[config.mk]
export PLATFORM = sky130hd
export DESIGN_NAME = i2s_tx_feeder
export DESIGN_NICKNAME = d
export VERILOG_FILES = /design/src/rtl/i2s_tx_feeder.sv
export SDC_FILE = /design/constraint.sdc
export NUM_CORES = 1
export LEC_CHECK = 0
export CORE_ASPECT_RATIO = 0.8
export CORE_UTILIZATION = 40
export DETAILED_ROUTE_END_ITERATION = 12
export PLACE_DENSITY = 0.66
export SYNTH_ARGS = -nofsm -noshare
export SYNTH_HDL_FRONTEND = slang
export SYNTH_SLANG_ARGS = --single-unit
[constraint.sdc]
create_clock -name clk_in -period 6.26 [get_ports clk_in]
set_input_delay 1.252 -clock clk_in [delete_from_list [all_inputs] [get_ports clk_in]]
set_output_delay 1.252 -clock clk_in [all_outputs]
set_load 0.02 [all_outputs]
[src/rtl/i2s_tx_feeder.sv]
// I2S transmit feeder: generates SCLK/LRCK from the system clock, buffers stereo
// pairs in a small FIFO and reloads the serializer's holding pair mid-left-word.
module i2s_tx_feeder #(
  parameter int PDATA_WIDTH = 32,
  parameter int SCLK_DIV    = 4,
  parameter int FIFO_DEPTH  = 4
) (
  input  logic                           clk_in,
  input  logic                           rst_in,
  input  logic                           en_in,
  input  logic [PDATA_WIDTH-1:0]         s_ldata_in,
  input  logic [PDATA_WIDTH-1:0]         s_rdata_in,
  input  logic                           s_valid_in,
  output logic                           s_ready_out,
  output logic                           sclk_out,
  output logic                           lrck_out,
  output logic [PDATA_WIDTH-1:0]         pldata_out,
  output logic [PDATA_WIDTH-1:0]         prdata_out,
  output logic                           underrun_out,
  output logic [15:0]                    underrun_cnt_out,
  output logic [$clog2(FIFO_DEPTH):0]    fifo_level_out
);

  localparam int DW = $clog2(SCLK_DIV);
  localparam int BW = $clog2(2 * PDATA_WIDTH);
  localparam int AW = $clog2(FIFO_DEPTH);
  localparam int LW = AW + 1;

  // Stream handshake: a pair is accepted at a clk_in rising edge when
  // s_valid_in and s_ready_out are both high; s_ready_out is a registered
  // function of the FIFO level and never depends on s_valid_in.

  logic          run_q;
  logic [DW-1:0] dcnt;
  logic [BW-1:0] bcnt;
  logic [DW-1:0] dcnt_nxt;
  logic [BW-1:0] bcnt_nxt;
  logic          active;
  logic          dwrap;
  logic          pop_pt;

  // run_q makes the first enabled edge a restart edge (dcnt=0, bcnt=0),
  // so every frame begins cleanly with SCLK low in its first half-period.
  assign active = en_in & run_q;
  assign dwrap  = active && (dcnt == DW'(SCLK_DIV - 1));
  assign pop_pt = dwrap && (bcnt == BW'(PDATA_WIDTH / 2 - 1));

  always_comb begin
    dcnt_nxt = '0;
    bcnt_nxt = '0;
    if (active) begin
      dcnt_nxt = dwrap ? '0 : dcnt + 1'b1;
      bcnt_nxt = bcnt;
      if (dwrap) begin
        bcnt_nxt = (bcnt == BW'(2 * PDATA_WIDTH - 1)) ? '0 : bcnt + 1'b1;
      end
    end
  end

  always_ff @(posedge clk_in) begin
    if (rst_in) begin
      run_q    <= 1'b0;
      dcnt     <= '0;
      bcnt     <= '0;
      sclk_out <= 1'b0;
      lrck_out <= 1'b0;
    end else begin
      run_q    <= en_in;
      dcnt     <= dcnt_nxt;
      bcnt     <= bcnt_nxt;
      sclk_out <= (dcnt_nxt >= DW'(SCLK_DIV / 2));
      lrck_out <= (bcnt_nxt >= BW'(PDATA_WIDTH));
    end
  end

  logic [2*PDATA_WIDTH-1:0] mem [FIFO_DEPTH];
  logic [AW-1:0]            wr_ptr;
  logic [AW-1:0]            rd_ptr;
  logic [LW-1:0]            level;
  logic [LW-1:0]            level_nxt;
  logic                     push;
  logic                     pop;
  logic                     empty_pop;

  assign push      = s_valid_in & s_ready_out;
  assign pop       = pop_pt && (level != '0);
  assign empty_pop = pop_pt && (level == '0);

  always_comb begin
    level_nxt = level;
    if (push && !pop) begin
      level_nxt = level + 1'b1;
    end else if (pop && !push) begin
      level_nxt = level - 1'b1;
    end
  end

  always_ff @(posedge clk_in) begin
    if (push) begin
      mem[wr_ptr] <= {s_ldata_in, s_rdata_in};
    end
  end

  always_ff @(posedge clk_in) begin
    if (rst_in) begin
      wr_ptr      <= '0;
      rd_ptr      <= '0;
      level       <= '0;
      s_ready_out <= 1'b1;
    end else begin
      if (push) begin
        wr_ptr <= wr_ptr + 1'b1;
      end
      if (pop) begin
        rd_ptr <= rd_ptr + 1'b1;
      end
      level       <= level_nxt;
      s_ready_out <= (level_nxt < LW'(FIFO_DEPTH));
    end
  end

  assign fifo_level_out = level;

  // Holding pair changes only mid-left-word, away from both LRCK edges.
  always_ff @(posedge clk_in) begin
    if (rst_in) begin
      pldata_out       <= '0;
      prdata_out       <= '0;
      underrun_out     <= 1'b0;
      underrun_cnt_out <= '0;
    end else begin
      underrun_out <= empty_pop;
      if (pop) begin
        pldata_out <= mem[rd_ptr][2*PDATA_WIDTH-1:PDATA_WIDTH];
        prdata_out <= mem[rd_ptr][PDATA_WIDTH-1:0];
      end else if (empty_pop) begin
        pldata_out <= '0;
        prdata_out <= '0;
      end
      if (empty_pop && (underrun_cnt_out != 16'hFFFF)) begin
        underrun_cnt_out <= underrun_cnt_out + 16'd1;
      end
    end
  end

endmodule
==> results of run 1 <==
[flip-flops by register name, summed over array words and instances, names as in the netlist, 2 cells and up, named ones only]
signal	count
mem	256
pldata_out	32
prdata_out	32
underrun_cnt_out	16
bcnt	6
fifo_level_out	3
dcnt	2
rd_ptr	2
wr_ptr	2
[cell families (layout without fill, tap and decap cells)]
| family | count (synthesis) | count (layout) | share of synthesized area |
|---|---|---|---|
| xor+xnor | 6 | 6 | 0.00398 |
| simple gates | 161 | 161 | 0.0618 |
| buf+inv | 53 | 239 | 0.0177 |
| flops | 358 | 358 | 0.737 |
| compound gates | 99 | 99 | 0.0529 |
| fa+ha+maj | 12 | 12 | 0.0114 |
| mux | 71 | 71 | 0.115 |
[worst reg2reg max path: stages, from the launching register on]
cell and delay [ps]:
dfxtp_4 840, buf_4 650, mux4_2 640, a22oi_1 200, nor2_1 60
[power by group through the flow]
stage	registers [W]	clock network (W)	logic, W
2_1_floorplan	0.00269	0	0.0000848
3_3_place_gp	0.00269	0	0.000182
3_5_place_dp	0.00269	0	0.000184
4_1_cts	0.00264	0.00222	0.000185
5_1_grt	0.00265	0.00231	0.000197
6_report	0.00264	0.00217	0.000180
[cells in the final DEF, fill, tap and decap left out, drive strengths merged, types with 4 or more instances in the layout]
master           n
ha              12
clkinv          12
a22oi           64
a21oi           16
nor2b           10
o31ai            6
edfxtp         256
dfxtp          102
or4              6
and3             6
mux2             7
and4             4
buf              9
mux4            64
nand4            6
o21ai            5
nor4             8
clkbuf          49
nor2            83
clkdlybuf4s50  153
nand2           13
nand3           11
inv             11
[final timing paths]
path | from | cells past startpoint | to | slack (ps)
worst max register to register | flip-flop | 4 | pldata_out[14]$_SDFFE_PP0P_ | 3750
worst min register to register | dcnt[0]$_SDFF_PP0_ | 1 | dcnt[0]$_SDFF_PP0_ | 440
worst max-delay path | en_in | 6 | flip-flop | 3080
worst min-delay path | dcnt[0]$_SDFF_PP0_ | 1 | dcnt[0]$_SDFF_PP0_ | 440
[Yosys cell counts, types with 5 or more instances]
master / n / area [µm²]
a21oi_1: 16 / 80.1
inv_1: 9 / 33.8
nor2b_1: 10 / 62.6
ha_1: 12 / 150
nand3_1: 11 / 55.1
nor2_1: 83 / 312
mux4_2: 64 / 1440
and3_1: 6 / 37.5
clkbuf_1: 28 / 105
edfxtp_1: 256 / 7690
nor4_1: 7 / 43.8
nand2_1: 13 / 48.8
a22oi_1: 64 / 480
or4_1: 6 / 45.0
buf_2: 10 / 50.1
o21ai_0: 5 / 25.0
dfxtp_1: 102 / 2040
mux2_2: 7 / 78.8
o31ai_1: 6 / 45.0
[through the flow]
step / total power, W / cell area [µm²] / worst slack, ps / util
3_3_place_gp: 0.00287 / 15200 / 2540 / 0.467
6_report: 0.00499 / 16400 / 3080 / 0.504
2_1_floorplan: 0.00278 / 13200 / 3020 / -
5_1_grt: 0.00515 / 16400 / 2920 / 0.504
4_1_cts: 0.00505 / 16400 / 3060 / 0.504
3_5_place_dp: 0.00288 / 15200 / 2510 / 0.467
[area by class of cell]
| type | count | share of cell area |
|---|---|---|
| Multi-Input combinational cell | 349 | 0.200 |
| Tap cell | 427 | 0.0326 |
| Timing Repair Buffer | 162 | 0.0976 |
| Clock buffer | 49 | 0.0618 |
| Clock inverter | 19 | 0.0119 |
| Sequential cell | 358 | 0.594 |
| Inverter | 9 | 0.00206 |
[layer usage]
| layer | vias up | global-route usage | wire length (µm) |
|---|---|---|---|
| met5 | - | 0 | 0 |
| met4 | 0 | 0.0441 | 418 |
| met3 | 38 | 0.0416 | 1990 |
| met2 | 205 | 0.256 | 12600 |
| met1 | 3602 | 0.227 | 12000 |
| li1 | 3332 | - | - |
==> results.json, run 1 <==
{
  "clock_path_buffers": 3,
  "grt_pass1_vias": 7163,
  "power.net_switching_w": 0.00101,
  "nNetsFinal": 997,
  "crit_family": "buffers and inverters",
  "fmax_mhz": 314,
  "hold_viol_final": 0,
  "ctsHtreeMaxLevel": 2,
  "area_delta_synth_final_pct": 24.1,
  "worst_pin_slew_ps": 979,
  "drv_slew": 0,
  "fin_crit_sh": 0.509,
  "multi_input_area_um2": 3270,
  "dp_hpwl_um": 14800,
  "powerDensity_nw_per_um2": 305,
  "antenna_cells": 0,
  "rows": 59,
  "postCtsHoldBufs": 0,
  "synth_nets": 840,
  "ir_worst_vdd_mv": 0.253,
  "critPathMaxStageDelay_ps": 720,
  "path_buf_inv": 2,
  "crit_type": "in -> reg",
  "drtPass1Iterations": 5,
  "syn_area_per_cell_um2": 17.4,
  "ant_nets": 0,
  "place_congestion": 0.748,
  "vias": 7177,
  "synth-main-ff-cell": "edfxtp_1",
  "fill_cells": 2714,
  "die-area_um2": 33700,
  "path_cells": "clkdlybuf4s50_1 > and3_1 > and4b_4 > buf_4 > a21bo_2 > a21oi_1",
  "wirelength_um": 27100,
  "synth_edf_count": 256,
  "track_usage": 0.163,
  "grt_first_pass_wirelength_um": 41700,
  "netlist_area_um2": 13200,
  "slowest_stage": "buf_4",
  "clkTransAtPathRegs_ps": 60,
  "power_leakage_nw": 5.21,
  "final_cell_count_no_fill": 1373,
  "drv_cap": 0,
  "antenna_found_initial": 2,
  "cts_root_buffer": "clkbuf_16",
  "synth.distinct_cells": 43,
  "synth_seq_area_share": 0.737,
  "setup_viol": 0,
  "ys_warn_count": 0,
  "die_w_um": 205,
  "cp-end-kind": "flip-flop",
  "hp-class": "reg -> reg",
  "combPwrFrac": 0.036,
  "clkLatencyLatePin_ps": 540,
  "fin_hold_ws_ps": 438,
  "ys_async_sr_fraction": 0,
  "power_frac_seq": 0.529,
  "path_max_fanout": 67,
  "core-area_um2": 32500,
  "die_h_um": 164,
  "numPlacedInstances": 1305,
  "seqCellArea_um2": 9740,
  "rsz0062_at_grt": "false",
  "grt_max_degree": 68,
  "cts_made_buffers": 37,
  "worstPathRequired_ps": 6620,
  "p_clk_frac": 0.435,
  "crit_arrival_ps": 3550,
  "io_pins": 155,
  "drtIter0Drc": 414,
  "ys_seq_elements": 358,
  "final.setup_skew_ps": 25.4,
  "grt_overflow": 0,
  "cts.sinks": 358,
  "switching_share": 0.203,
  "drive_gt1_frac": 0.154,
  "wl_per_cell_um": 19.7,
  "internal-power_w": 0.00398,
  "startpoint_type": "primary input",
  "cts_resized": 0,
  "netlist_instances": 760,
  "viasPerCell": 5.23,
  "io_buffers": 154,
  "slew_headroom": 0.347,
  "outcome": "completed",
  "cts_tree": "yes",
  "post-route-min-period_ps": 3180,
  "drc": 0,
  "setup-tns-final_ps": 0,
  "post_cts.repair.setup_buffers": 0,
  "start_util": 0.406
}
(Power assumes the default switching activity.)
==> run 2, diff against run 1 <==
clock period = 3.2 ns   (was 6.26 ns; I/O delays follow)
==> run 2 against run 1 <==
Count of clock-buffer cells in the layout is 1 lower. Core utilization is 0.43 points higher. Sequential cell count stayed put. Total power is 93% higher. Critical path type is now reg -> out. Non-clock buffer count is 11 higher. Largest cell class unchanged.
==> results.json, run 2 (synthesis gave the netlist of run 1 again) <==
{
  "outcome": "completed",
  "ant_nets": 0,
  "setup-tns-final_ps": 0,
  "drive_gt1_frac": 0.166,
  "crit_type": "reg -> out",
  "fin_crit_sh": 0.715,
  "powerDensity_nw_per_um2": 584,
  "rsz0062_at_grt": "false",
  "io_buffers": 154,
  "critPathMaxStageDelay_ps": 670,
  "path_buf_inv": 1,
  "cts_resized": 0,
  "rows": 59,
  "viasPerCell": 5.21,
  "wirelength_um": 27500,
  "crit_family": "buffers and inverters",
  "crit_arrival_ps": 1650,
  "switching_share": 0.204,
  "grt_overflow": 0,
  "startpoint_type": "flip-flop",
  "dp_hpwl_um": 16300,
  "post_cts.repair.setup_buffers": 0,
  "slew_headroom": 0.498,
  "largest_reg_flops": 256,
  "layout_commonest_cell": "edfxtp_1",
  "clkLatencyLatePin_ps": 530,
  "cts_made_buffers": 37,
  "cts.sinks": 358,
  "power.total_w": 0.00964,
  "grt_first_pass_wirelength_um": 42500,
  "start_util": 0.406,
  "grt_pass1_vias": 7190,
  "power_frac_seq": 0.535,
  "worst_pin_slew_ps": 752,
  "track_usage": 0.167,
  "final.setup_skew_ps": 27.2,
  "mostFrequentLayoutCells": "edfxtp_1, clkdlybuf4s50_1, dfxtp_1",
  "die-area_um2": 33700,
  "combPwrFrac": 0.038,
  "postCtsHoldBufs": 0,
  "internal-power_w": 0.00767,
  "wl_per_cell_um": 19.9,
  "fill_cells": 2703,
  "slowest_stage": "clkdlybuf4s50_1",
  "path_max_fanout": 6,
  "drtPass1Iterations": 5,
  "ctsHtreeMaxLevel": 2,
  "top_regs": "mem: 256 flops, pldata_out: 32 flops, prdata_out: 32 flops",
  "power_leakage_nw": 5.29,
  "nNetsFinal": 1008,
  "regMostFlops": "mem",
  "setup_viol": 0,
  "multi_input_area_um2": 3270,
  "die_w_um": 205,
  "clkTransAtPathRegs_ps": 60,
  "clock_path_buffers": 3,
  "fmax_mhz": 437,
  "cp-end-kind": "output pin",
  "place_congestion": 0.771,
  "power.net_switching_w": 0.00197,
  "grt_max_degree": 63,
  "core-area_um2": 32500,
  "post-route-min-period_ps": 2290,
  "path_cells": "clkdlybuf4s50_1",
  "seqCellArea_um2": 9740,
  "ir_worst_vdd_mv": 0.440,
  "cts_tree": "yes",
  "drc": 0,
  "drv_cap": 0,
  "antenna_found_initial": 3,
  "post-route-util": 0.509,
  "hp-class": "reg -> reg",
  "vias": 7213,
  "drtIter0Drc": 464,
  "cts_root_buffer": "clkbuf_16",
  "p_clk_frac": 0.426,
  "drv_slew": 0,
  "area_delta_synth_final_pct": 25.2,
  "hold_viol_final": 0,
  "io_pins": 155,
  "die_h_um": 164,
  "worstPathRequired_ps": 2560
}
run 2: metal layers:
metal / part of all wire / track usage / wire, µm / vias to the layer above
met4: 0.017 / 0.0431 / 458 / 2
met2: 0.46 / 0.260 / 12600 / 202
met1: 0.46 / 0.233 / 12600 / 3613
met5: 0.00040 / 0 / 11 / -
li1: - / - / - / 3355
met3: 0.068 / 0.0436 / 1880 / 41
run 2: layout make-up:
cell class                      instances  area share
Antenna cell                            1    0.000151
Clock buffer                           48      0.0603
Clock inverter                         19     0.00924
Inverter                                9     0.00204
Multi-Input combinational cell        349       0.198
Sequential cell                       358       0.589
Tap cell                              427      0.0323
Timing Repair Buffer                  173       0.109
run 2: worst paths after layout:
path | from | endpoint | slack, ps | cells past startpoint
min reg2reg | dcnt[0]$_SDFF_PP0_ | dcnt[0]$_SDFF_PP0_ | 430 | 1
max | s_ready_out$_SDFF_PP1_ | s_ready_out | 910 | 1
max reg2reg | bcnt[0]$_SDFF_PP0_ | fifo_level_out[2]$_SDFF_PP0_ | 990 | 8
min | dcnt[0]$_SDFF_PP0_ | dcnt[0]$_SDFF_PP0_ | 430 | 1
run 2: power by group through the flow:
stage / logic (W) / clock network (W) / registers (W)
after floorplan: 0.000166 / 0 / 0.00527
after detailed placement: 0.000376 / 0 / 0.00526
after global placement: 0.000369 / 0 / 0.00526
final: 0.000369 / 0.00411 / 0.00516
after CTS: 0.000378 / 0.00421 / 0.00516
after global routing: 0.000402 / 0.00439 / 0.00517
run 2: worst reg2reg max path, cell delays in order, from the launching register on:
cell and delay [ps]:
dfxtp_1 370, ha_1 200, and3_1 340, and4b_4 380
inv_1 60, ha_1 230, o21ai_0 220, xor2_1 200
nor2b_1 140
run 2: per-stage QoR:
step	cell area [µm²]	instances	hold slack (ps)	setup slack, ps
finish	16500	1384	432	912
global route	16500	1383	458	777
CTS	16500	1383	436	876
detailed placement	15400	1316	428	478
global placement	15400	1316	423	529
floorplan	13200	760	408	576
